--- config.mk ---
export PLATFORM = sky130hd
export DESIGN_NAME = cabac_bitstream_refill
export DESIGN_NICKNAME = d
export VERILOG_FILES = /design/src/rtl/cabac_pkg.sv /design/src/rtl/cabac_bitstream_refill_byte_fifo.sv /design/src/rtl/cabac_bitstream_refill.sv
export SDC_FILE = /design/constraint.sdc
export NUM_CORES = 1
export LEC_CHECK = 0
export ABC_AREA = 1
export CAP_MARGIN = 20
export CORE_MARGIN = 5
export CORE_UTILIZATION = 49
export CTS_CLUSTER_SIZE = 25
export DETAILED_ROUTE_END_ITERATION = 10
export PLACE_DENSITY = 0.77
export REMOVE_ABC_BUFFERS = 1
export SYNTH_ARGS = -nofsm -noshare
export SYNTH_HDL_FRONTEND = slang
export SYNTH_SLANG_ARGS = --single-unit
export TNS_END_PERCENT = 5
--- constraint.sdc ---
create_clock -name clk -period 2.5 [get_ports clk]
set_clock_uncertainty 0.15 [all_clocks]
set_input_delay 0.375 -clock clk [delete_from_list [all_inputs] [get_ports clk]]
set_output_delay 0.375 -clock clk [all_outputs]
set_load 0.05 [all_outputs]
--- src/rtl/cabac_pkg.sv ---
// Shared definitions for the CABAC bitstream refill stage.
//   BIN_WIDTH_DEF / FIFO_DEPTH_DEF : default parameter values for the top
//   BITS_NEEDED_INIT               : bits_needed value after reset and after init (-8)
//   refill_state_t                 : refill sequencer states
package cabac_pkg;
    localparam int BIN_WIDTH_DEF  = 3;
    localparam int FIFO_DEPTH_DEF = 4;
    localparam int BYTE_W         = 8;
    localparam int BN_W           = 4;
    localparam int CB_W           = 3;
    localparam int TMP_W          = 5;

    localparam logic signed [BN_W-1:0] BITS_NEEDED_INIT = 4'sb1000;  // -8

    typedef enum logic [1:0] {
        ST_IDLE = 2'd0,
        ST_FILL = 2'd1,
        ST_INIT = 2'd2,
        ST_RUN  = 2'd3
    } refill_state_t;
endpackage

--- src/rtl/cabac_bitstream_refill_byte_fifo.sv ---
// Synchronous byte FIFO for the refill stage.
//   push/push_data : write one entry
//   pop_cnt        : entries removed this cycle (0, 1 or 2)
//   count          : current occupancy (0..DEPTH)
//   head/head_next : oldest and second-oldest entries
// DEPTH must be a power of two so the pointers wrap naturally.
module byte_fifo #(
    parameter int DEPTH = 4,
    parameter int WIDTH = 8
) (
    input  logic                     clk,
    input  logic                     reset,
    input  logic                     push,
    input  logic [WIDTH-1:0]         push_data,
    input  logic [1:0]               pop_cnt,
    output logic [$clog2(DEPTH):0]   count,
    output logic [WIDTH-1:0]         head,
    output logic [WIDTH-1:0]         head_next
);
    localparam int AW = $clog2(DEPTH);
    localparam int CW = AW + 1;

    logic [WIDTH-1:0] mem [DEPTH];
    logic [AW-1:0]    rd_ptr;
    logic [AW-1:0]    wr_ptr;
    logic [AW-1:0]    rd_ptr_nxt;

    assign rd_ptr_nxt = rd_ptr + 1'b1;
    assign head       = mem[rd_ptr];
    assign head_next  = mem[rd_ptr_nxt];

    always_ff @(posedge clk or negedge reset) begin
        if (!reset) begin
            rd_ptr <= '0;
            wr_ptr <= '0;
            count  <= '0;
            for (int i = 0; i < DEPTH; i++) mem[i] <= '0;
        end else begin
            if (push) begin
                mem[wr_ptr] <= push_data;
                wr_ptr      <= wr_ptr + 1'b1;
            end
            rd_ptr <= rd_ptr + AW'(pop_cnt);
            count  <= count + CW'(push) - CW'(pop_cnt);
        end
    end
endmodule

--- src/rtl/cabac_bitstream_refill.sv ---
// Byte-refill stage for the CABAC arithmetic decoder.
//   clk, reset(active-low async)
//   start                      : begin slice, re-initialise m_value from next two bytes
//   byte_req/byte_in/byte_ready: byte source handshake (one req per byte)
//   consume/consume_bits       : decoder advance and bits shifted out this cycle
//   stall                      : refill due but no byte buffered
//   init_valid/init_value      : {byte0,byte1} for m_value at slice start
//   refill_en/byte/shift/lane  : byte to add into m_value and where
//   bits_needed                : signed bit counter, -8..-1
//
// state | meaning
// IDLE  | no slice active, no byte requests
// FILL  | waiting for two buffered bytes
// INIT  | init_value presented, two bytes popped
// RUN   | decoding, refills on demand
import cabac_pkg::*;

module cabac_bitstream_refill #(
    parameter int BIN_WIDTH  = BIN_WIDTH_DEF,
    parameter int FIFO_DEPTH = FIFO_DEPTH_DEF
) (
    input  logic                   clk,
    input  logic                   reset,
    input  logic                   start,
    output logic                   byte_req,
    input  logic [7:0]             byte_in,
    input  logic                   byte_ready,
    input  logic                   consume,
    input  logic [2:0]             consume_bits,
    output logic                   stall,
    output logic                   init_valid,
    output logic [15:0]            init_value,
    output logic                   refill_en,
    output logic [7:0]             refill_byte,
    output logic [2:0]             refill_shift,
    output logic [BIN_WIDTH-1:0]   refill_lane,
    output logic signed [3:0]      bits_needed
);
    localparam int CW = $clog2(FIFO_DEPTH) + 1;

    refill_state_t        state;
    logic [CW-1:0]        fifo_cnt;
    logic [CW-1:0]        outstanding;
    logic [7:0]           head;
    logic [7:0]           head_next;
    logic                 fifo_empty;
    logic                 push;
    logic [1:0]           pop_cnt;
    logic [TMP_W-1:0]     tmp;
    logic                 need;
    logic [BN_W-1:0]      lane_idx;

    byte_fifo #(.DEPTH(FIFO_DEPTH), .WIDTH(BYTE_W)) u_fifo (
        .clk       (clk),
        .reset     (reset),
        .push      (push),
        .push_data (byte_in),
        .pop_cnt   (pop_cnt),
        .count     (fifo_cnt),
        .head      (head),
        .head_next (head_next)
    );

    assign fifo_empty = (fifo_cnt == '0);
    assign byte_req   = (state != ST_IDLE) &&
                        ((CW+1)'(fifo_cnt) + (CW+1)'(outstanding) < (CW+1)'(FIFO_DEPTH));
    // A ready with nothing outstanding answers a request issued before reset.
    assign push       = byte_ready && (outstanding != '0);

    assign tmp        = {bits_needed[BN_W-1], bits_needed} + {2'b00, consume_bits};
    assign need       = (state == ST_RUN) && consume && !tmp[TMP_W-1];
    assign stall      = need && fifo_empty;
    assign refill_en  = need && !fifo_empty;
    assign refill_byte  = refill_en ? head : '0;
    assign refill_shift = refill_en ? tmp[2:0] : '0;
    assign pop_cnt    = (state == ST_INIT) ? 2'd2 : {1'b0, refill_en};

    // -bits_needed-1 is the bitwise complement in two's complement.
    assign lane_idx   = ~bits_needed;

    always_comb begin
        refill_lane = '0;
        for (int i = 0; i < BIN_WIDTH; i++)
            refill_lane[i] = refill_en && (int'(lane_idx) == i);
    end

    always_ff @(posedge clk or negedge reset) begin
        if (!reset) begin
            state       <= ST_IDLE;
            outstanding <= '0;
            bits_needed <= BITS_NEEDED_INIT;
            init_valid  <= 1'b0;
            init_value  <= '0;
        end else begin
            outstanding <= outstanding + CW'(byte_req) - CW'(push);
            init_valid  <= 1'b0;
            case (state)
                ST_IDLE: if (start) state <= ST_FILL;
                ST_FILL: begin
                    if (fifo_cnt >= CW'(2)) begin
                        state      <= ST_INIT;
                        init_valid <= 1'b1;
                        init_value <= {head, head_next};
                    end
                end
                ST_INIT: begin
                    bits_needed <= BITS_NEEDED_INIT;
                    state       <= ST_RUN;
                end
                ST_RUN: begin
                    if (consume && !stall)
                        bits_needed <= need ? BN_W'(tmp - 5'd8) : BN_W'(tmp);
                    if (start) state <= ST_FILL;
                end
                default: state <= ST_IDLE;
            endcase
        end
    end
endmodule

==> summary.txt <==
Critical path
  • Setup CP Type: reg -> reg
  • R2R Setup Slk: -0.09 ns
  • Startpoint type of the worst setup path: register
  • Maximum fanout along the worst path: 2
  • CP Cell Sequence: ha_4, fa_2, nand2_2, nand3_4, nand2_4, buf_6, nor2_4, nand2_2, xor2_1, ha_2, inv_2, fa_2, inv_1
  • CP arrival: 2.68 ns
  • CP peak stage delay: 0.50 ns
  • Worst endpoint required time: 2.59 ns
  • CP endpoint kind: register
  • Worst path slowest cell: fa_2

Status
  • Failing checks: negative setup slack
  • Status: complete, but fails checks

STA
  • Crit share post-route: 103.6%
  • Minimum clock period: 2.590 ns
  • Final WS setup: -0.08971 ns
  • Fmax: 0.3861 GHz
  • Worst-Margin Slew: 0.5332 ns
  • Final Hold Vio Count: 0
  • Pins Over Slew Limit: 0
  • Slew HR: 64.34%
  • Finish-stage setup viols: 14
  • RSZ-0062 raised after global routing: true

GRT
  • Initial antenna violation count: 0
  • Largest net degree at the start of global routing: 66
  • Grt ovf: 0
  • GRT Total Usage: 20.09%
  • Vias in the first global route: 2978
  • First-pass GRT wire length: 13760 um

Drt
  • Drt first-iter violations: 169
  • Met3 wire len: 477 um
  • Wire per inst: 14.52 um
  • DRC Markers: 0
  • Post-DRT Antenna Nets: 0
  • Avg Vias per Cell: 5.209
  • Met2 wire len: 4383 um
  • Max Used Layer: met4
  • DR vias: 3042
  • DRT Wirelength: 8477 um
  • M1 WL: 3437 um
  • Drt pass-1 iters: 4

Clocking
  • Max clock buf depth: 2
  • CTS HTree Levels: 3
  • CTS sink cnt: 65
  • Root Driver: clkbuf_8
  • Clock-pin transition on the worst setup and hold timing paths: 0.07 ns
  • Number of CTS-inserted buffers: 9
  • CTS tree: yes
  • Clk_lat worst skew: 0.34 ns

Synth
  • Post-synthesis instance total: 403
  • Mapped Area: 3467 um^2
  • Seq/Total Area, Yosys: 46.95%
  • Top FF cell, synth: dfrtp_1
  • Post-synth EDFFs: 0
  • Top-area cell type share of the netlist area: 46.19%
  • Yosys warnings: 0
  • Post-synthesis sequential element count: 65
  • Yosys cell types: 31
  • Top cells by area, synth: dfrtp_1, o21ai_0, nand2_1, ha_1, nor2_1
  • Largest area contributor in the netlist: dfrtp_1
  • Ys async rst share: 100.0%
  • Syn avg cell area: 8.603 um^2

Die
  • Initial cell density of the core: 50.75%
  • Die Ht: 94.12 um
  • Die area: 8858 um^2
  • Die W: 94.12 um
  • I/O pin count: 54
  • Placement Rows: 30
  • Core area: 6832 um^2

Finish
  • Share of cells above drive strength 1: 18.65%
  • Synth-to-layout area growth: 32.84%
  • ANT cells: 0
  • Commonest non-fill, non-tap cell in the layout: nand2_1
  • Commonest cells after routing, fill and taps aside: nand2_1, o21ai_0, dfrtp_1, nor2_1, inv_1
  • Fill cells: 553
  • Fin nets: 519
  • Final core occ: 67.42%

Placed design
  • Port Buffer Count: 53
  • Detailed Place HPWL: 5706 um
  • GP Congestion: 0.8626

Power and ir drop
  • Power, Total: 0.006590 W
  • Power Density: 1431 nW/um^2
  • Leakage: 2.227 nW
  • Max IR drop VDD: 0.6172 mV

Flow run
  • Max-cap violations: 0

Worst hold path
  • Worst hold path type: reg -> reg
[layer usage]
metal  vias to the layer above  GRT usage (%)
li1                       1473              -
met1                      1457          24.62
met3                        15          3.526
met2                        97          33.59
met5                         -              0
met4                         0          10.59
[cell families (layout without fill, tap and decap cells)]
family | after synthesis | count (layout) | share of synthesized area (%)
adder cells (fa/ha/maj) | 20 | 20 | 7.867
buffers and inverters | 55 | 140 | 7.650
XOR/XNOR | 9 | 9 | 2.274
AND/OR/NAND/NOR | 149 | 149 | 18.26
flip-flops | 65 | 65 | 46.95
AO/OA/AOI/OAI | 105 | 105 | 17.00
[worst max-delay path, delay by kind of cell (launching register included)]
family | cells | cell delay (ns)
xor gates and xnor gates | 1 | 0.17
adders and majority gates | 4 | 1.22
buffers and inverters | 3 | 0.16
DFF | 1 | 0.42
and+or+nand+nor | 5 | 0.35
[synthesized netlist by cell type (all sizes together) (2+ instances only)]
library cell	instances
buf	14
ha	17
o22a	7
nand2	93
dfrtp	64
xnor2	3
clkinv	2
o21ai	76
inv	39
xor2	6
nor4	3
a31oi	2
fa	3
nor2	41
a21oi	19
nand3	11
[cell type report]
| class | count | area (um^2) | share of cell area, % |
|---|---|---|---|
| multi-input combinational | 283 | 1643 | 35.67 |
| tap | 96 | 120.1 | 2.608 |
| clock buffer | 11 | 141.4 | 3.070 |
| sequential | 65 | 1628 | 35.34 |
| inverter | 41 | 157.7 | 3.423 |
| timing repair buffer | 83 | 837.1 | 18.17 |
| clock inverter | 5 | 78.83 | 1.711 |
[per-stage QoR]
step                      worst slack, ns  area, um^2  cells  hold slack, ns  setup TNS, ns
after floorplan                    -1.114        3359    389        -0.07059         -8.250
after global placement            -0.3768        4210    561          0.2620         -4.363
after detailed placement          -0.4740        4210    561          0.2708         -5.246
after CTS                         -0.1243        4578    582          0.3409         -1.210
after global routing              -0.1561        4606    584          0.3657         -2.001
final                            -0.08971        4606    584          0.3374        -0.8203
[sequential cells by signal, summed over array words and instances (netlist names), 2 cells and up]
register / cells
u_fifo.rd_ptr: 2
bits_needed: 4
init_value: 16
u_fifo.wr_ptr: 2
state: 2
u_fifo.count: 3
u_fifo.mem: 32
outstanding: 3
[power breakdown]
group,leakage [nW],switching [W],internal (W),total (W)
combinational,1.32,0.00228,0.00136,0.00364
sequential,0.795,0.000396,0.00157,0.00196
clock,0.113,0.000401,0.000587,0.000989
[path summary, 6_finish.rpt]
path | end | startpoint | depth (start not counted)
worst max register to register | u_fifo.count[1] | bits_needed[0] | 13
min in group asynchronous | init_value[13] | reset | 3
worst min register to register | init_value[10] | init_value[10] | 2
max in group asynchronous | bits_needed[3] | reset | 3
worst max-delay path | u_fifo.count[1] | bits_needed[0] | 13
worst min-delay path | init_value[10] | init_value[10] | 2
[timing repair]
item	CTS	global route
gates resized for setup	29	2
setup buffers	4	2
hold buffers	1	0
endpoints found under the hold margin	64	0
pin swaps	5	4
endpoints found under the setup margin	18	18
gates cloned	0	0
Power figures use the tool's default switching activity.
